`src/rtl/seg7_pkg.sv`:
```
// Shared constants for seven-segment display blocks.
// Segment vectors are ordered {g,f,e,d,c,b,a} and are active-low:
// a 0 bit lights the segment.
package seg7_pkg;

  // All segments dark.
  localparam logic [6:0] SEG_OFF = 7'b1111111;

  // Hex glyphs, 0-F. Letters b and d use the lowercase shapes so they
  // cannot be confused with 8 and 0.
  localparam logic [6:0] SEG_HEX_0 = 7'b1000000;
  localparam logic [6:0] SEG_HEX_1 = 7'b1111001;
  localparam logic [6:0] SEG_HEX_2 = 7'b0100100;
  localparam logic [6:0] SEG_HEX_3 = 7'b0110000;
  localparam logic [6:0] SEG_HEX_4 = 7'b0011001;
  localparam logic [6:0] SEG_HEX_5 = 7'b0010010;
  localparam logic [6:0] SEG_HEX_6 = 7'b0000010;
  localparam logic [6:0] SEG_HEX_7 = 7'b1111000;
  localparam logic [6:0] SEG_HEX_8 = 7'b0000000;
  localparam logic [6:0] SEG_HEX_9 = 7'b0010000;
  localparam logic [6:0] SEG_HEX_A = 7'b0001000;
  localparam logic [6:0] SEG_HEX_B = 7'b0000011;
  localparam logic [6:0] SEG_HEX_C = 7'b1000110;
  localparam logic [6:0] SEG_HEX_D = 7'b0100001;
  localparam logic [6:0] SEG_HEX_E = 7'b0000110;
  localparam logic [6:0] SEG_HEX_F = 7'b0001110;

  // Lookup table indexed directly by the nibble value (entry 0 is the
  // rightmost element of the concatenation).
  localparam logic [15:0][6:0] SEG_HEX_TABLE = {
    SEG_HEX_F, SEG_HEX_E, SEG_HEX_D, SEG_HEX_C,
    SEG_HEX_B, SEG_HEX_A, SEG_HEX_9, SEG_HEX_8,
    SEG_HEX_7, SEG_HEX_6, SEG_HEX_5, SEG_HEX_4,
    SEG_HEX_3, SEG_HEX_2, SEG_HEX_1, SEG_HEX_0
  };

  // Bits needed to hold values 0..n-1, never less than one bit so that
  // degenerate parameterisations (n = 1) still produce a legal vector.
  function automatic int clog2(input int n);
    int w;
    w = 0;
    for (int i = 0; i < 31; i++) begin
      if ((1 << i) < n) begin
        w = i + 1;
      end
    end
    return (w < 1) ? 1 : w;
  endfunction

endpackage

```
`src/rtl/seg7_scan_hex7_dec.sv`:
```
// hex7_dec: nibble to active-low seven-segment glyph, purely combinational.
// Shared by every display block that shows hex digits.
module hex7_dec
  import seg7_pkg::*;
(
  input  logic [3:0] nibble,
  output logic [6:0] seg_n
);

  // Table lookup; every nibble value has a glyph so there is no default.
  always_comb begin
    seg_n = SEG_HEX_TABLE[nibble];
  end

endmodule

```
`src/rtl/seg7_scan.sv`:
```
// seg7_scan: time-multiplexed driver for a common-anode seven-segment
// display. The divided clock tick_in is sampled as a plain signal in the
// clk domain and its rising edges pace the scan: SCAN_DIV edges per digit
// slot, digits visited 0,1,..,DIGITS-1,0. The displayed number is latched
// once per frame so a value changing mid-scan never shows a torn mixture
// of old and new digits.
//
// Build option: define SEG7_SCAN_LZB_EN to enable leading-zero blanking
// (upper digits whose nibble and every nibble above it are zero stay dark,
// unless that digit's decimal point is requested). Without the macro all
// digits are always lit.
module seg7_scan
  import seg7_pkg::*;
#(
  parameter int DIGITS   = 4,
  parameter int SCAN_DIV = 1024
) (
  input  logic                  clk,
  input  logic                  rst,
  input  logic                  tick_in,
  input  logic [4*DIGITS-1:0]   value,
  input  logic [DIGITS-1:0]     dp_in,
  input  logic                  blank,
  output logic [DIGITS-1:0]     an,
  output logic [6:0]            seg,
  output logic                  dp
);

  localparam int CW = clog2(SCAN_DIV);
  localparam int DW = clog2(DIGITS);
  localparam logic [CW-1:0] CNT_LAST = CW'(SCAN_DIV - 1);
  localparam logic [DW-1:0] DIG_LAST = DW'(DIGITS - 1);

  // Registered state
  logic                tick_q,      tick_d;
  logic [CW-1:0]       scan_cnt_q,  scan_cnt_d;
  logic [DW-1:0]       digit_q,     digit_d;
  logic [4*DIGITS-1:0] frame_val_q, frame_val_d;
  logic [DIGITS-1:0]   frame_dp_q,  frame_dp_d;
  logic                load_q,      load_d;
  logic [DIGITS-1:0]   an_q,        an_d;
  logic [6:0]          seg_q,       seg_d;
  logic                dp_q,        dp_d;

  // Scan control
  logic                tick_edge;
  logic                slot_done;
  logic                frame_wrap;

  // Currently selected digit data
  logic [3:0]          cur_nibble;
  logic                cur_dp;
  logic [6:0]          cur_seg;

  // Rising-edge detect on tick_in and slot/digit advance.
  always_comb begin
    tick_d     = tick_in;
    tick_edge  = tick_in & ~tick_q;
    slot_done  = tick_edge && (scan_cnt_q == CNT_LAST);
    frame_wrap = slot_done && (digit_q == DIG_LAST);
    scan_cnt_d = scan_cnt_q;
    digit_d    = digit_q;
    if (tick_edge) begin
      scan_cnt_d = slot_done ? '0 : scan_cnt_q + 1'b1;
    end
    if (slot_done) begin
      digit_d = frame_wrap ? '0 : digit_q + 1'b1;
    end
  end

  // Frame latch: capture value/dp_in when the scan returns to digit 0, and
  // once right after reset so the display does not wait a whole frame.
  always_comb begin
    frame_val_d = frame_val_q;
    frame_dp_d  = frame_dp_q;
    load_d      = 1'b0;
    if (frame_wrap || load_q) begin
      frame_val_d = value;
      frame_dp_d  = dp_in;
    end
  end

  // Select the nibble and decimal point of the digit being scanned.
  always_comb begin
    cur_nibble = frame_val_q[3:0];
    cur_dp     = frame_dp_q[0];
    for (int k = 0; k < DIGITS; k++) begin
      if (digit_q == DW'(k)) begin
        cur_nibble = frame_val_q[4*k +: 4];
        cur_dp     = frame_dp_q[k];
      end
    end
  end

  hex7_dec u_hex7_dec (
    .nibble (cur_nibble),
    .seg_n  (cur_seg)
  );

`ifdef SEG7_SCAN_LZB_EN
  logic [DIGITS-1:0] lz_mask;

  // Leading-zero mask: walk down from the top digit while nibbles stay
  // zero. Digit 0 is never masked so a zero value still shows "0"; a digit
  // with its decimal point requested is kept lit.
  always_comb begin
    logic zero_run;
    zero_run = 1'b1;
    lz_mask  = '0;
    for (int k = DIGITS - 1; k >= 1; k--) begin
      zero_run   = zero_run & (frame_val_q[4*k +: 4] == 4'h0);
      lz_mask[k] = zero_run & ~frame_dp_q[k];
    end
  end
`endif

  // Next output values: one active-low anode, glyph and decimal point of
  // the current digit. blank only darkens the anodes; scanning continues.
  always_comb begin
    an_d = '1;
    for (int k = 0; k < DIGITS; k++) begin
      if (digit_q == DW'(k)) begin
        an_d[k] = 1'b0;
      end
    end
`ifdef SEG7_SCAN_LZB_EN
    an_d = an_d | lz_mask;
`endif
    if (blank) begin
      an_d = '1;
    end
    seg_d = cur_seg;
    dp_d  = ~cur_dp;
  end

  // State and output registers; reset aborts any frame in progress.
  always_ff @(posedge clk) begin
    if (rst) begin
      tick_q      <= 1'b0;
      scan_cnt_q  <= '0;
      digit_q     <= '0;
      frame_val_q <= '0;
      frame_dp_q  <= '0;
      load_q      <= 1'b1;
      an_q        <= '1;
      seg_q       <= SEG_OFF;
      dp_q        <= 1'b1;
    end else begin
      tick_q      <= tick_d;
      scan_cnt_q  <= scan_cnt_d;
      digit_q     <= digit_d;
      frame_val_q <= frame_val_d;
      frame_dp_q  <= frame_dp_d;
      load_q      <= load_d;
      an_q        <= an_d;
      seg_q       <= seg_d;
      dp_q        <= dp_d;
    end
  end

  assign an  = an_q;
  assign seg = seg_q;
  assign dp  = dp_q;

endmodule

```
`config.mk`:
```
export PLATFORM = sky130hd
export DESIGN_NAME = seg7_scan
export DESIGN_NICKNAME = d
export VERILOG_FILES = /design/src/rtl/seg7_pkg.sv /design/src/rtl/seg7_scan_hex7_dec.sv /design/src/rtl/seg7_scan.sv
export SDC_FILE = /design/constraint.sdc
export NUM_CORES = 1
export LEC_CHECK = 0
export BUFFER_PORTS_ARGS = -buffer_cell sky130_fd_sc_hd__clkbuf_2
export CAP_MARGIN = 20
export CORE_MARGIN = 3
export CORE_UTILIZATION = 50
export DETAILED_ROUTE_END_ITERATION = 7
export PLACE_DENSITY = 0.72
export REMOVE_ABC_BUFFERS = 1
export SKIP_LAST_GASP = 1
export SYNTH_ARGS = -nofsm -noshare
export SYNTH_HDL_FRONTEND = slang
export SYNTH_SLANG_ARGS = --single-unit
```
`constraint.sdc`:
```
create_clock -name clk -period 5 [get_ports clk]
set_input_delay 0.5 -clock clk [delete_from_list [all_inputs] [get_ports clk]]
set_output_delay 0.5 -clock clk [all_outputs]
set_load 0.02 [all_outputs]
```
==> results.md <==
* Initial Util at between 50% and 60%
* Final period util at between 40% and 50%
* CTS Buf Count at 5
* Layout Nets at between 200 and 300
* Hpwl dp at 2.58 mm
* Worst Tran Pin Value at 0.733 ns
* Area growth, synth to finish at 12.8%
* P per Cell Area at 292 nW/µm²
* CP arrival at 2.67 ns
* Number of filler instances in the final layout at around 350
* Latest clock arrival within the worst-skew pair at roughly 0.29 ns
* Worst r2r path cells at 6
* Total negative setup slack at 0 ns
* Cts hold-fix bufs at 0
* P_leak at 0.979 nW
* Setup Viol. Count Final at 0
* Wire per inst at between 10 and 15 µm
* DR iter-0 viols at 82
* Cell area after layout at 2340 µm²
* Clk sinks at 46
* Min-Delay Path Depth at 3
* Crit end category: flip-flop
* Overall routing resource usage at 15.1%
* CTS tree: yes
* Placer Congestion at 0.832
* Syn Inst Count at 218
* Crit path kind: flip-flop to flip-flop
* CTS root buf: clkbuf_8
* Headroom to the max-slew limit at around half
* Seq/Total Area, Yosys at 44.4%
* Peak VDD IR at 0.217 mV
* Core box area at 3830 µm²
* DRT Pass-1 Iters at 4
* Via count at roughly 1500
* Resized cells post-CTS at 0
* Max_cap viols at 0
* Main area contributors after synthesis: dfxtp_1 (44%), mux2i_1 (13%), ha_1 (6.6%), nor2_1 (5.8%), nand2_1 (2.9%)
* Synth Flop Type: dfxtp_1
* Share of layout cells above drive strength 1 at 19.1%
* Antenna violations before repair at 0
* RSZ-0062 raised after global routing: no
* FMAX at 0.402 GHz
* Pins Over Slew Limit at 0
* Status: complete, no violations
* Critical Path RT at about 5.2 ns
* Post-Place Cells at 292
* Clock power frac at 31.0%
* Row count at 22
* PortBufs at 35
* Final std cells w/o fill at 299
* Clock Path Buffers at 2
* Diode count at 0
* Switching power at 0.168 mW
* Int Pwr at 0.515 mW
* Critical path fanouts, max at 15
* Global-route wire length before repair at 6.00 mm
* Via/cell ratio at 5.18
* Largest net degree at the start of global routing at 40
* Synthesized flop and latch total at between 40 and 50
* Post-synth top area share at ~44%
* Num ports at 36
* Switching Fraction at 24.5%
* Hold crit path type: input port to flip-flop
* Setup Fix Bufs, Post-CTS at 0
* Worst Setup Start Kind: flip-flop
* Most instantiated cells after synthesis: dfxtp_1 (46), nor2_1 (32), mux2i_1 (26)
* DP Area at around 2300 µm²
* Power share of the combinational group at a little under an eighth
* YS warnings at 0
* Reg power frac at 57.3%
* Most common cell in the netlist: dfxtp_1
* Pwr Total at 0.683 mW
* Die width at 70.4 µm
* Asr flop ratio synth at 0%
* Final hold vios at 0
* WL final at around 3.6 mm
* Clock Skew at 0.00796 ns
* Netlist cell types at 34
* Die Area at 4960 µm²
* H-tree depth reported by CTS at 2
* Synth area leader: dfxtp_1
* Fin crit period at 2.49 ns
* Vias in the first global route at between 1000 and 1500
* DRC Markers at 0
* Clock-pin slew on the worst setup and hold paths at 0.08 ns
* GR Overflow Total at 0
* R2R setup slack at 2.51 ns
* Post-synth EDFFs at 0
* Layout Utilization at 61.2%
* Post-route ant nets at 0
* Post-Syn Area at 2070 µm²
* Synthesized area per cell at 9.52 µm²
* Die H at 70.4 µm
## registers in the layout, summed over array words and instances (netlist names)
| signal | cells |
|---|---|
| tick_q | 1 |
| seg | 7 |
| frame_dp_q | 4 |
| an | 4 |
| load_q | 1 |
| dp | 1 |
| digit_q | 2 |
| scan_cnt_q | 10 |
| frame_val_q | 16 |
## cell families (layout without fill, tap and decap cells)
group / Yosys count / count (layout) / share of synthesized area [%]
AO/OA/AOI/OAI: 30 / 30 / 11.1
XOR/XNOR: 6 / 6 / 2.53
adder cells (fa/ha/maj): 11 / 11 / 6.63
buffers and inverters: 20 / 53 / 4.70
flip-flops: 46 / 46 / 44.4
multiplexers: 26 / 26 / 12.5
AND/OR/NAND/NOR: 79 / 79 / 18.1
## final timing paths
path	from	end
setup / recovery	digit_q[0]$_SDFFE_PP0N_	seg[6]$_SDFF_PP1_
setup reg to reg	digit_q[0]$_SDFFE_PP0N_	seg[6]$_SDFF_PP1_
hold / removal	value[11]	frame_val_q[11]$_SDFFE_PP0P_
hold reg to reg	scan_cnt_q[1]$_SDFFE_PP0P_	scan_cnt_q[1]$_SDFFE_PP0P_
## power by group through the flow
stage               sequential [mW]  clock (mW)  combinational (mW)
floorplan                     0.406           0              0.0461
global placement              0.400           0              0.0794
detailed placement            0.400           0              0.0809
CTS                           0.391       0.217              0.0814
global route                  0.393       0.235              0.0904
finish                        0.391       0.212              0.0802
## placed cells by master, fill, tap and decap left out, types with 4 or more instances in the layout
master,count
or3_1,6
nor3b_1,4
a21oi_1,10
nor2_1,32
xor2_1,4
a221o_1,4
nand2_1,16
mux2i_1,26
nor2b_1,4
inv_1,10
o21ai_0,4
ha_1,11
nand2b_1,5
clkbuf_2,35
clkbuf_8,5
dfxtp_1,46
## layout make-up
cell class	instances	area, µm²	area share (%)
clock buffers	6	72.6	3.10
clock inverters	1	7.51	0.321
inverters	10	37.5	1.60
multi-input cells	152	1060	45.3
flip-flops and latches	46	921	39.3
well taps	48	60.1	2.57
repair buffers	36	183	7.80
## critical path, stage by stage (launching register included)
cell	delay [ns]
dfxtp_1	0.40
ha_1	0.59
nor2_2	0.17
a221oi_2	0.45
inv_1	0.17
ha_1	0.26
a221o_1	0.32
## layer usage
layer	routed length [µm]	share of wire [%]	global-route usage, %
met5	0	0	0
met4	50	1.4	5.74
met1	1720	48	20.4
met3	196	5.4	3.88
met2	1640	45	22.9
## stage by stage
stage / hold WS, ns / setup slack [ns]
after floorplan: 0.443 / 2.33
after global placement: 0.465 / 2.66
after detailed placement: 0.474 / 2.54
after CTS: 0.431 / 2.50
after global routing: 0.433 / 2.30
final: 0.431 / 2.51
(Power assumes the default switching activity.)
